**src/rtl/seg7_scan_driver.sv**
```systemverilog
// Time-multiplexed common-anode 7-segment scanner with frame-aligned
// double buffering, leading-zero blanking and a one-cycle ghost guard.
module seg7_scan_driver #(
  parameter int NUM_DIGITS    = 4,
  parameter int REFRESH_DIV   = 100000,
  parameter bit BLANK_LEADING = 1'b1
) (
  input  logic                    clk,
  input  logic                    reset,
  input  logic [4*NUM_DIGITS-1:0] bcd_in,
  input  logic [NUM_DIGITS-1:0]   dp_in,
  input  logic                    load,
  output logic [6:0]              seg,
  output logic                    dp,
  output logic [NUM_DIGITS-1:0]   an,
  output logic                    frame_done
);

  localparam int PW = $clog2(REFRESH_DIV);
  localparam int IW = $clog2(NUM_DIGITS);
  localparam logic [PW-1:0] PMAX = PW'(REFRESH_DIV - 1);
  localparam logic [IW-1:0] IMAX = IW'(NUM_DIGITS - 1);

  logic [PW-1:0]           presc_q, presc_d;
  logic [IW-1:0]           idx_q, idx_d;
  logic                    guard_q, guard_d;
  logic [4*NUM_DIGITS-1:0] disp_q, disp_d;
  logic [NUM_DIGITS-1:0]   disp_dp_q, disp_dp_d;
  logic [4*NUM_DIGITS-1:0] pend_q, pend_d;
  logic [NUM_DIGITS-1:0]   pend_dp_q, pend_dp_d;
  logic                    pv_q, pv_d;
  logic [6:0]              seg_q, seg_d;
  logic                    dp_q, dp_d;
  logic [NUM_DIGITS-1:0]   an_q, an_d;
  logic                    fd_q, fd_d;

  logic                    tick;
  logic                    wrap;
  logic [3:0]              dig [NUM_DIGITS];
  logic [NUM_DIGITS-1:0]   blank;

  function automatic logic [6:0] decode(input logic [3:0] v);
    logic [6:0] s;
    unique case (v)
      4'd0:    s = 7'h40;
      4'd1:    s = 7'h79;
      4'd2:    s = 7'h24;
      4'd3:    s = 7'h30;
      4'd4:    s = 7'h19;
      4'd5:    s = 7'h12;
      4'd6:    s = 7'h02;
      4'd7:    s = 7'h78;
      4'd8:    s = 7'h00;
      4'd9:    s = 7'h10;
      default: s = 7'h3F;
    endcase
    return s;
  endfunction

  assign tick = (presc_q == PMAX);
  assign wrap = tick && (idx_q == IMAX);

  always_comb begin
    for (int k = 0; k < NUM_DIGITS; k++) begin
      dig[k] = disp_q[4*k +: 4];
    end
  end

  // A digit blanks only if it and everything above it is zero.
  always_comb begin : blank_mask
    logic zr;
    zr    = 1'b1;
    blank = '0;
    for (int k = NUM_DIGITS - 1; k > 0; k--) begin
      zr       = zr && (dig[k] == 4'd0);
      blank[k] = BLANK_LEADING && zr;
    end
  end

  always_comb begin
    presc_d   = tick ? '0 : presc_q + 1'b1;
    idx_d     = idx_q;
    guard_d   = 1'b0;
    disp_d    = disp_q;
    disp_dp_d = disp_dp_q;
    pend_d    = pend_q;
    pend_dp_d = pend_dp_q;
    pv_d      = pv_q;
    if (tick) begin
      idx_d   = (idx_q == IMAX) ? '0 : idx_q + 1'b1;
      guard_d = 1'b1;
    end
    if (wrap && pv_q) begin
      disp_d    = pend_q;
      disp_dp_d = pend_dp_q;
      pv_d      = 1'b0;
    end
    // A load coinciding with the wrap stays pending for the next frame.
    if (load) begin
      pend_d    = bcd_in;
      pend_dp_d = dp_in;
      pv_d      = 1'b1;
    end
  end

  always_comb begin
    seg_d = 7'h7F;
    dp_d  = 1'b1;
    an_d  = '1;
    fd_d  = wrap;
    if (!guard_q) begin
      an_d[idx_q] = 1'b0;
      seg_d = blank[idx_q] ? 7'h7F : decode(dig[idx_q]);
      dp_d  = ~disp_dp_q[idx_q];
    end
  end

  always_ff @(posedge clk or negedge reset) begin
    if (!reset) begin
      presc_q   <= '0;
      idx_q     <= '0;
      guard_q   <= 1'b0;
      disp_q    <= '0;
      disp_dp_q <= '0;
      pend_q    <= '0;
      pend_dp_q <= '0;
      pv_q      <= 1'b0;
      seg_q     <= 7'h7F;
      dp_q      <= 1'b1;
      an_q      <= '1;
      fd_q      <= 1'b0;
    end else begin
      presc_q   <= presc_d;
      idx_q     <= idx_d;
      guard_q   <= guard_d;
      disp_q    <= disp_d;
      disp_dp_q <= disp_dp_d;
      pend_q    <= pend_d;
      pend_dp_q <= pend_dp_d;
      pv_q      <= pv_d;
      seg_q     <= seg_d;
      dp_q      <= dp_d;
      an_q      <= an_d;
      fd_q      <= fd_d;
    end
  end

  assign seg        = seg_q;
  assign dp         = dp_q;
  assign an         = an_q;
  assign frame_done = fd_q;

endmodule

```
**config.mk**
```make
export PLATFORM = sky130hd
export DESIGN_NAME = seg7_scan_driver
export DESIGN_NICKNAME = d
export VERILOG_FILES = /design/src/rtl/seg7_scan_driver.sv
export SDC_FILE = /design/constraint.sdc
export NUM_CORES = 1
export LEC_CHECK = 0
export CORE_ASPECT_RATIO = 0.7
export CORE_UTILIZATION = 60
export DETAILED_ROUTE_END_ITERATION = 10
export DONT_BUFFER_PORTS = 1
export PLACE_DENSITY = 0.78
export SYNTH_ARGS = -nofsm -noshare
export SYNTH_HDL_FRONTEND = slang
export SYNTH_SLANG_ARGS = --single-unit
```
**constraint.sdc**
```tcl
create_clock -name clk -period 5.4 [get_ports clk]
set_input_delay 1.08 -clock clk [delete_from_list [all_inputs] [get_ports clk]]
set_output_delay 1.08 -clock clk [all_outputs]
set_load 0.02 [all_outputs]
```
# ---- Word-level counts from Yosys, hierarchy flattened
# Memories as Yosys holds them, arrays and structs flattened.
# Cells that the tools add are included.
dict set report op_classes {
  n_reduce_logical 9
  n_mux 18
  order_cmp 3
  eq_ne 2
  n_bitwise 3
  addsub 2
}
# cell n
set op_table {}
lappend op_table {{adder 17 x 1 -> 17 bit (second input constant)} 1}
lappend op_table {{== test 17 bit (second input constant)} 1}
lappend op_table {{two-way mux 17 bit} 1}
lappend op_table {{two-way mux 7 bit} 2}
lappend op_table {{zero test 4 bit} 3}
lappend op_table {{two-way mux 4 bit} 3}
lappend op_table {{binary-select mux 4 bit (select 2 bit)} 1}
lappend op_table {{two-way mux 1 bit} 7}
lappend op_table {{logical AND 1 bit} 5}
lappend op_table {{binary-select mux 1 bit (select 2 bit)} 2}
lappend op_table {{NOT 4 bit} 1}
lappend op_table {{>= comparator 3 bit (second input constant)} 1}
lappend op_table {{less-than comparator 2 x 3 -> 1 bit (second input constant)} 1}
lappend op_table {{NOT 2 -> 3 bit} 1}
lappend op_table {{adder 2 x 1 -> 2 bit (second input constant)} 1}
lappend op_table {{demux 1 bit (select 2 bit)} 1}
lappend op_table {{== test 2 bit (second input constant)} 1}
lappend op_table {{>= comparator 2 x 1 -> 1 bit (second input constant)} 1}
lappend op_table {{two-way mux 2 bit} 1}
lappend op_table {{nonzero test 2 bit} 1}
lappend op_table {{NOT 1 bit} 1}
dict set report word_totals {
  word_cells 50
  inputBits 23
  memories 1
  regBits 74
  romBits 112
}
# memory depth width rd rd_clocked_by_memory_dff wr line_no
set mem_list {}
lappend mem_list {{(name not given)} 16 7 1 0 0 44} ;# unique case (v)

# ---- Longest topological paths before layout
# Gate-level depths: netlist of run 1.
dict set report logic_depth {
  depth_word 7
  ltp_mapped 8
  depth_no_buf 7
}

# ---- Worst setup path before layout of run 1
# No wires, ideal clock.
dict set report synth_timing {
  kind {reg2reg}
  start {reg idx_q[0]}
  end {reg seg_q[3] (netlist: seg[3])}
  path_stages_with_launch 9
  setup_slack_ps 3413
  path_buffers 1
  synth_period_minus_slack_ps 1987
  arrival_time_ps 1890
  cell_sequence {dfrtp_1 -> buf_6 -> mux4_1 -> inv_1 -> ha_1 -> inv_1 -> or2_2 -> mux2i_1 -> nand3_1}
}
dict set report synth_via {
  elab_chain_len 7
  word_cells_on_any_way 9
  classes_between {mux: 7; bitwise: 1; memory: 1}
}
# item line_no
set synth_rtl {}
lappend synth_rtl {{start: declaration} 25} ;# logic [IW-1:0] idx_q, idx_d;
lappend synth_rtl {{start signal: assignment} 134} ;# idx_q <= idx_d;
lappend synth_rtl {{NOT 2 -> 3 bit (not written as such)} 113} ;# seg_d = blank[idx_q] ? 7'h7F : decode(dig[idx_q]);
lappend synth_rtl {{binary-select mux 4 bit (select 2 bit)} 113}
lappend synth_rtl {{two-way mux 4 bit (not written as such) (2 in series)} 113}
lappend synth_rtl {{memory (16 x 7 bit)} -}
lappend synth_rtl {{two-way mux 7 bit (*)} 113}
lappend synth_rtl {{two-way mux 7 bit (*)} 111} ;# if (!guard_q) begin
lappend synth_rtl {{net seg_d[3]} 32} ;# logic [6:0] seg_q, seg_d;
lappend synth_rtl {{end signal: assignment} 141} ;# seg_q <= seg_d;
lappend synth_rtl {{end: declaration} 32}
# The timed path passes the listed nets; every way through them passes the cells marked *. The select of a mux whose other input is x is not followed.
# A chain may end at the register's enable or synchronous reset.

# ---- Worst setup path in the final report of run 1
# Same ends and word-level chain as after synthesis.

==> impl_metrics.py, run 1 <==
metrics = {
    "die": {
        "rows": 22,
        "start_util": 0.627,
        "die_h_um": 64.0,
        "core_area_mm2": 0.00526,
        "io_pins": 36,
        "die-area_mm2": 0.00580,
        "die_x_um": 90.6,
    },
    "logic_synthesis": {
        "synth.cells.most_frequent": "62 x dfrtp_1, 41 x mux2_2, 13 x nand2_1, 13 x nor2_1, 12 x dfstp_2",
        "synth_edf_count": 0,
        "syn_inst": 247,
        "synth_flop_cell": "dfrtp_1",
        "synthesis.area_mm2": 0.00330,
        "synth_largest_area_cell": "dfrtp_1",
        "avgSynthCellArea_um2": 13.4,
        "synth.top_cells.by_area": "dfrtp_1 47%, mux2_2 14%, dfstp_2 9.6%",
        "ys_seq_area_frac": 0.566,
        "synthArstFlopShare": 1.00,
        "synth.most_common_cell": "dfrtp_1",
        "synth_cell_types": 39,
        "synth_fp_nets": 281,
        "ys_seq_elements": 74,
        "yosysWarnings": 0,
        "yosysTopAreaCellShare": 0.470,
    },
    "setup_path": {
        "cp_max_fo": 11,
        "slowest_delay_ns": 0.73,
        "critPathMostFrequentCell": "inv_1",
        "cp_top_family": "multiplexers",
        "crit_chain": "mux4_1 -> inv_1 -> ha_1 -> inv_1 -> or2_2 -> mux2i_1 -> nand3_1",
        "critPathBufInv": 2,
        "worstSetupStartpointType": "flip-flop",
        "cp.required_ns": 5.66,
        "cp_slowest_cell": "mux4_1",
        "crit_type": "flip-flop to flip-flop",
        "endpoint_kind": "flip-flop",
        "arrival_ns": 2.53,
    },
    "route": {
        "via_per_inst": 5.85,
        "drcViolationCount": 0,
        "wl_mm": 5.47,
        "initialDrtViolationCount": 105,
        "first_pass_iters": 4,
        "vias": 1894,
        "wire_per_inst_um": 16.9,
        "ant_nets": 0,
    },
    "sta": {
        "fin_skew_ns": 0.00559,
        "worstMarginPinSlew_ns": 0.452,
        "slew_viol_final": 0,
        "hold_viol_final": 0,
        "layout_min_cycle_time_ns": 2.27,
        "fmax_mhz": 440,
        "fin_tns_setup_ns": 0,
        "setup_viol": 0,
        "relSlewSlack": 0.699,
        "finalCritPeriodShare": 0.421,
        "rsz0062_at_grt": "no",
    },
    "clocking": {
        "cts_tree": "yes",
        "cts_resized": 0,
        "post_cts_buffers": 0,
        "cts_buffers": 9,
        "htree_levels": 3,
        "cts.sinks": 74,
        "clockBufferDepth": 2,
        "cts-root-buf": "clkbuf_8",
        "clock_latency_ns": 0.35,
        "cts.clk_slew.worst_paths_ns": 0.07,
        "cts_hold_buf": 0,
    },
    "cells_and_area": {
        "multiInputGateArea_mm2": 0.00132,
        "postLayoutCoreUtil": 0.675,
        "fin_area_mm2": 0.00355,
        "fin_nets": 281,
        "nFillCells": 380,
        "syn2layout_area_growth_pct": 7.66,
        "regArea_mm2": 0.00187,
        "antenna_cells": 0,
        "layout-drive-gt1-share": 0.306,
    },
    "place": {
        "gp_congestion": 0.819,
        "dp_hpwl_mm": 3.68,
        "port_buffers": 0,
        "postPlaceCellArea_mm2": 0.00332,
    },
    "power": {
        "power.leakage_nw": 1.62,
        "power_switching_mw": 0.206,
        "pwr-share-comb": 0.016,
        "p_seq_frac": 0.538,
        "p_clk_frac": 0.447,
        "powerDensity_mw_per_mm2": 303,
        "p_sw_frac": 0.192,
        "max-vdd-ir-drop_v": 0.000239,
        "intPower_mw": 0.869,
    },
    "status": {
        "outcome": "finished clean",
    },
    "global_route": {
        "grt_overflow_total": 0,
        "grtUsageTotal": 0.220,
        "grt_pass1_vias": 1880,
        "grt_max_degree": 75,
        "grt_pass1_wl_mm": 9.38,
        "antenna_found_initial": 0,
    },
    "flow_run": {
        "drv_cap": 0,
    },
    "min_path": {
        "holdCritPathClass": "primary input to asynchronous set/reset pin",
    },
}
-- flip-flops by register name, indices dropped and copies added (netlist names) --
register    count
disp_dp_q       4
seg             7
dp              1
guard_q         1
an              4
disp_q         16
pv_q            1
frame_done      1
presc_q        17
idx_q           2
pend_dp_q       4
pend_q         16
-- per-stage QoR --
stage               cells  worst slack (ns)  hold WS (ns)  total power, mW
global route          324              3.00         0.394             1.12
detailed placement    308              3.14         0.466            0.605
CTS                   324              3.12         0.400             1.09
global placement      308              3.23         0.457            0.604
finish                324              3.13         0.423             1.07
floorplan             247              3.41         0.436            0.602
-- kinds of logic (layout without fill, tap and decap cells) --
logic type	Yosys count	count (layout)	synth area share
AOI/OAI and AO/OA	13	13	0.0285
muxes	50	50	0.191
and+or+nand+nor	65	65	0.105
buffers and inverters	21	26	0.0326
adders and majority gates	11	11	0.0417
DFF	74	74	0.566
xor gates and xnor gates	13	13	0.0345
-- power by group through the flow --
stage | combinational, mW | sequential, mW | clock, mW
floorplan | 0.0180 | 0.584 | 0
global route | 0.0184 | 0.580 | 0.518
finish | 0.0169 | 0.578 | 0.480
detailed placement | 0.0171 | 0.588 | 0
global placement | 0.0162 | 0.588 | 0
CTS | 0.0171 | 0.578 | 0.496
-- cells in the final DEF (no fill, tap or decap), types with 2 or more instances in the layout --
cell,n
nand3_1,11
nor2_1,13
dfstp_2,12
nand2_1,13
dfrtp_1,62
or3_1,2
inv_1,9
bufinv_16,2
xor2_1,9
o22ai_1,2
xnor2_1,4
a21o_1,2
nand4_1,8
mux4_2,2
and4_1,3
mux2_2,41
nand2b_1,2
a21oi_1,2
mux4_1,3
ha_1,11
and3_1,2
nor4bb_1,2
o21ai_0,4
nor4_1,2
mux2i_1,3
or2_2,2
clkbuf_8,11
-- metal layers --
metal,part of all wire,global-route usage
met1,0.47,0.306
met2,0.44,0.303
met3,0.073,0.100
met4,0.016,0.0806
met5,0,0
-- worst reg2reg max path, cell delays in order, from the launching register on --
cell,delay [ns]
dfrtp_1,0.61
mux4_1,0.73
inv_1,0.15
ha_1,0.16
inv_1,0.04
or2_2,0.28
mux2i_1,0.13
nand3_1,0.09
-- worst paths after layout --
| path | slack (ns) | cells after the start | start | to |
|---|---|---|---|---|
| max reg2reg | 3.13 | 7 | idx_q[0] | seg[3] |
| max in group asynchronous | 4.80 | 0 | reset | dp |
| min | 0.42 | 0 | reset | idx_q[1] |
| min reg2reg | 0.48 | 1 | pv_q | pv_q |
| min in group clk | 0.48 | 1 | pv_q | pv_q |
| max | 3.13 | 7 | idx_q[0] | seg[3] |
-- cell type report --
cell class,instances,area share
multi-input combinational,152,0.373
tap,72,0.0254
clock buffer,12,0.0437
clock inverter,4,0.0208
sequential,74,0.526
timing repair buffer,1,0.00211
inverter,9,0.00951
(Power assumes the default switching activity.)
==> run 2: changes to the inputs <==
Settings changed: CORE_UTILIZATION 60 to 56, PLACE_DENSITY 0.78 to 0.76.
Clock period 5.4 ns to 1.95 ns, I/O delays scaled along.
==> run 2 against run 1 <==
Compared with the run above:
- routed wire length is 8.7% higher
- the run now ends with hold timing left
- register-to-register slack lost 3.0 ns
- global-route usage grew 0.46 points
==> impl_metrics.py, run 2 (synthesis results as in run 1) <==
metrics = {
    "sta": {
        "fin_skew_ns": 0.00754,
        "finalCritPeriodShare": 0.942,
        "fin_ws_ns": 0.112,
        "hold_viol_final": 74,
        "worstMarginPinSlew_ns": 0.332,
        "holdWs_ns": -0.276,
        "rsz0062_at_grt": "yes",
        "relSlewSlack": 0.776,
        "setup_viol": 0,
        "layout_min_cycle_time_ns": 1.84,
        "slew_viol_final": 0,
        "fmax_mhz": 544,
    },
    "clocking": {
        "cts.sinks": 74,
        "htree_levels": 3,
        "clock_latency_ns": 0.35,
        "cts_tree": "yes",
        "clockBufferDepth": 2,
        "cts.clk_slew.worst_paths_ns": 0.08,
        "cts_buffers": 9,
        "cts-root-buf": "clkbuf_8",
    },
    "die": {
        "die_h_um": 66.2,
        "rows": 22,
        "die_x_um": 93.7,
        "die-area_mm2": 0.00621,
        "io_pins": 36,
        "core_area_mm2": 0.00545,
        "start_util": 0.605,
    },
    "power": {
        "power.leakage_nw": 1.65,
        "powerDensity_mw_per_mm2": 729,
        "max-vdd-ir-drop_v": 0.000570,
        "total_power_mw": 2.69,
    },
    "setup_path": {
        "cp.required_ns": 2.22,
        "cp_max_fo": 3,
        "endpoint_kind": "flip-flop",
        "worstSetupStartpointType": "flip-flop",
        "arrival_ns": 2.11,
        "crit_type": "flip-flop to flip-flop",
    },
    "route": {
        "first_pass_iters": 4,
        "drcViolationCount": 0,
        "initialDrtViolationCount": 113,
        "wire_per_inst_um": 17.5,
        "via_per_inst": 5.82,
        "vias": 1972,
        "ant_nets": 0,
        "wl_mm": 5.94,
    },
    "cells_and_area": {
        "final_cell_mix": "60 x dfrtp_1, 41 x mux2_2, 13 x nand2_1, 13 x buf_4",
        "largest_reg_flops": 17,
        "postLayoutCoreUtil": 0.677,
        "layout-drive-gt1-share": 0.378,
        "reg_top3": "presc_q (17), disp_q (16), pend_q (16)",
        "nFillCells": 384,
        "regArea_mm2": 0.00187,
        "layout_commonest_cell": "dfrtp_1",
        "syn2layout_area_growth_pct": 11.9,
        "regMostFlops": "presc_q",
        "multiInputGateArea_mm2": 0.00139,
        "fin_nets": 296,
        "antenna_cells": 0,
    },
    "place": {
        "gp_congestion": 0.859,
        "dp_hpwl_mm": 3.97,
        "post-place-ws_ns": 0.0447,
        "port_buffers": 0,
    },
    "status": {
        "violations": "hold timing",
        "outcome": "finished with violations",
    },
    "global_route": {
        "grt_overflow_total": 0,
        "grt_max_degree": 75,
        "grt_pass1_wl_mm": 10.0,
        "antenna_found_initial": 0,
        "grtUsageTotal": 0.225,
        "grt_pass1_vias": 1981,
    },
    "flow_run": {
        "drv_cap": 0,
    },
    "min_path": {
        "holdCritPathClass": "primary input to asynchronous set/reset pin",
    },
}
run 2: path summary, 6_finish.rpt:
kind / start / to / slack, ns / depth (start not counted)
max: idx_q[0] / seg[3] / 0.11 / 7
min: reset / presc_q[6] / -0.28 / 0
max reg2reg: idx_q[0] / seg[3] / 0.11 / 7
min reg2reg: presc_q[0] / presc_q[0] / 0.49 / 1
max in group asynchronous: reset / dp / 2.03 / 0
min in group clk: load / pv_q / 0.13 / 1
run 2: what timing repair did:
item | in CTS | in global routing
pin swaps | 0 | 1
gates cloned | 0 | 1
gates resized for setup | 3 | 11
buffers inserted | 0 | 1
endpoints found under the hold margin | 74 | 74
setup endpoints to repair | 16 | 25
run 2: routing by layer:
layer	wire length, um	vias to the layer above	GRT usage
li1	-	909	-
met1	2920	998	0.309
met4	96	0	0.0788
met5	0	-	0
met2	2600	53	0.325
met3	328	12	0.0862
run 2: layout make-up:
type                       count  share of cell area
clock buffer                  11              0.0356
clock inverter                 5              0.0109
inverter                       9             0.00983
multi-input combinational    153               0.378
sequential                    74               0.507
tap                           72              0.0244
timing repair buffer          15              0.0349
run 2: where the power goes:
part	switching [mW]	internal [mW]	total [mW]	leakage [nW]
Combinational	0.00965	0.0375	0.0472	0.653
Clock	0.575	0.468	1.04	0.0762
Sequential	0.0227	1.58	1.60	0.923
Total	0.607	2.08	2.69	1.65
run 2: critical path, cell delays in order (launching register included):
cell and delay [ns]:
dfrtp_2 0.41, mux4_2 0.56, inv_2 0.11, ha_4 0.14, inv_1 0.03, or2_2 0.28
mux2i_1 0.14, nand3_1 0.09
run 2: metrics by stage:
step	std cells	hold WS, ns	setup TNS (ns)	instance area [um2]
floorplan	247	0.0944	0	3290
global placement	321	0.0971	0	3430
detailed placement	321	0.0968	0	3430
CTS	337	-0.290	0	3620
global route	339	-0.299	-0.0129	3690
finish	339	-0.276	0	3690
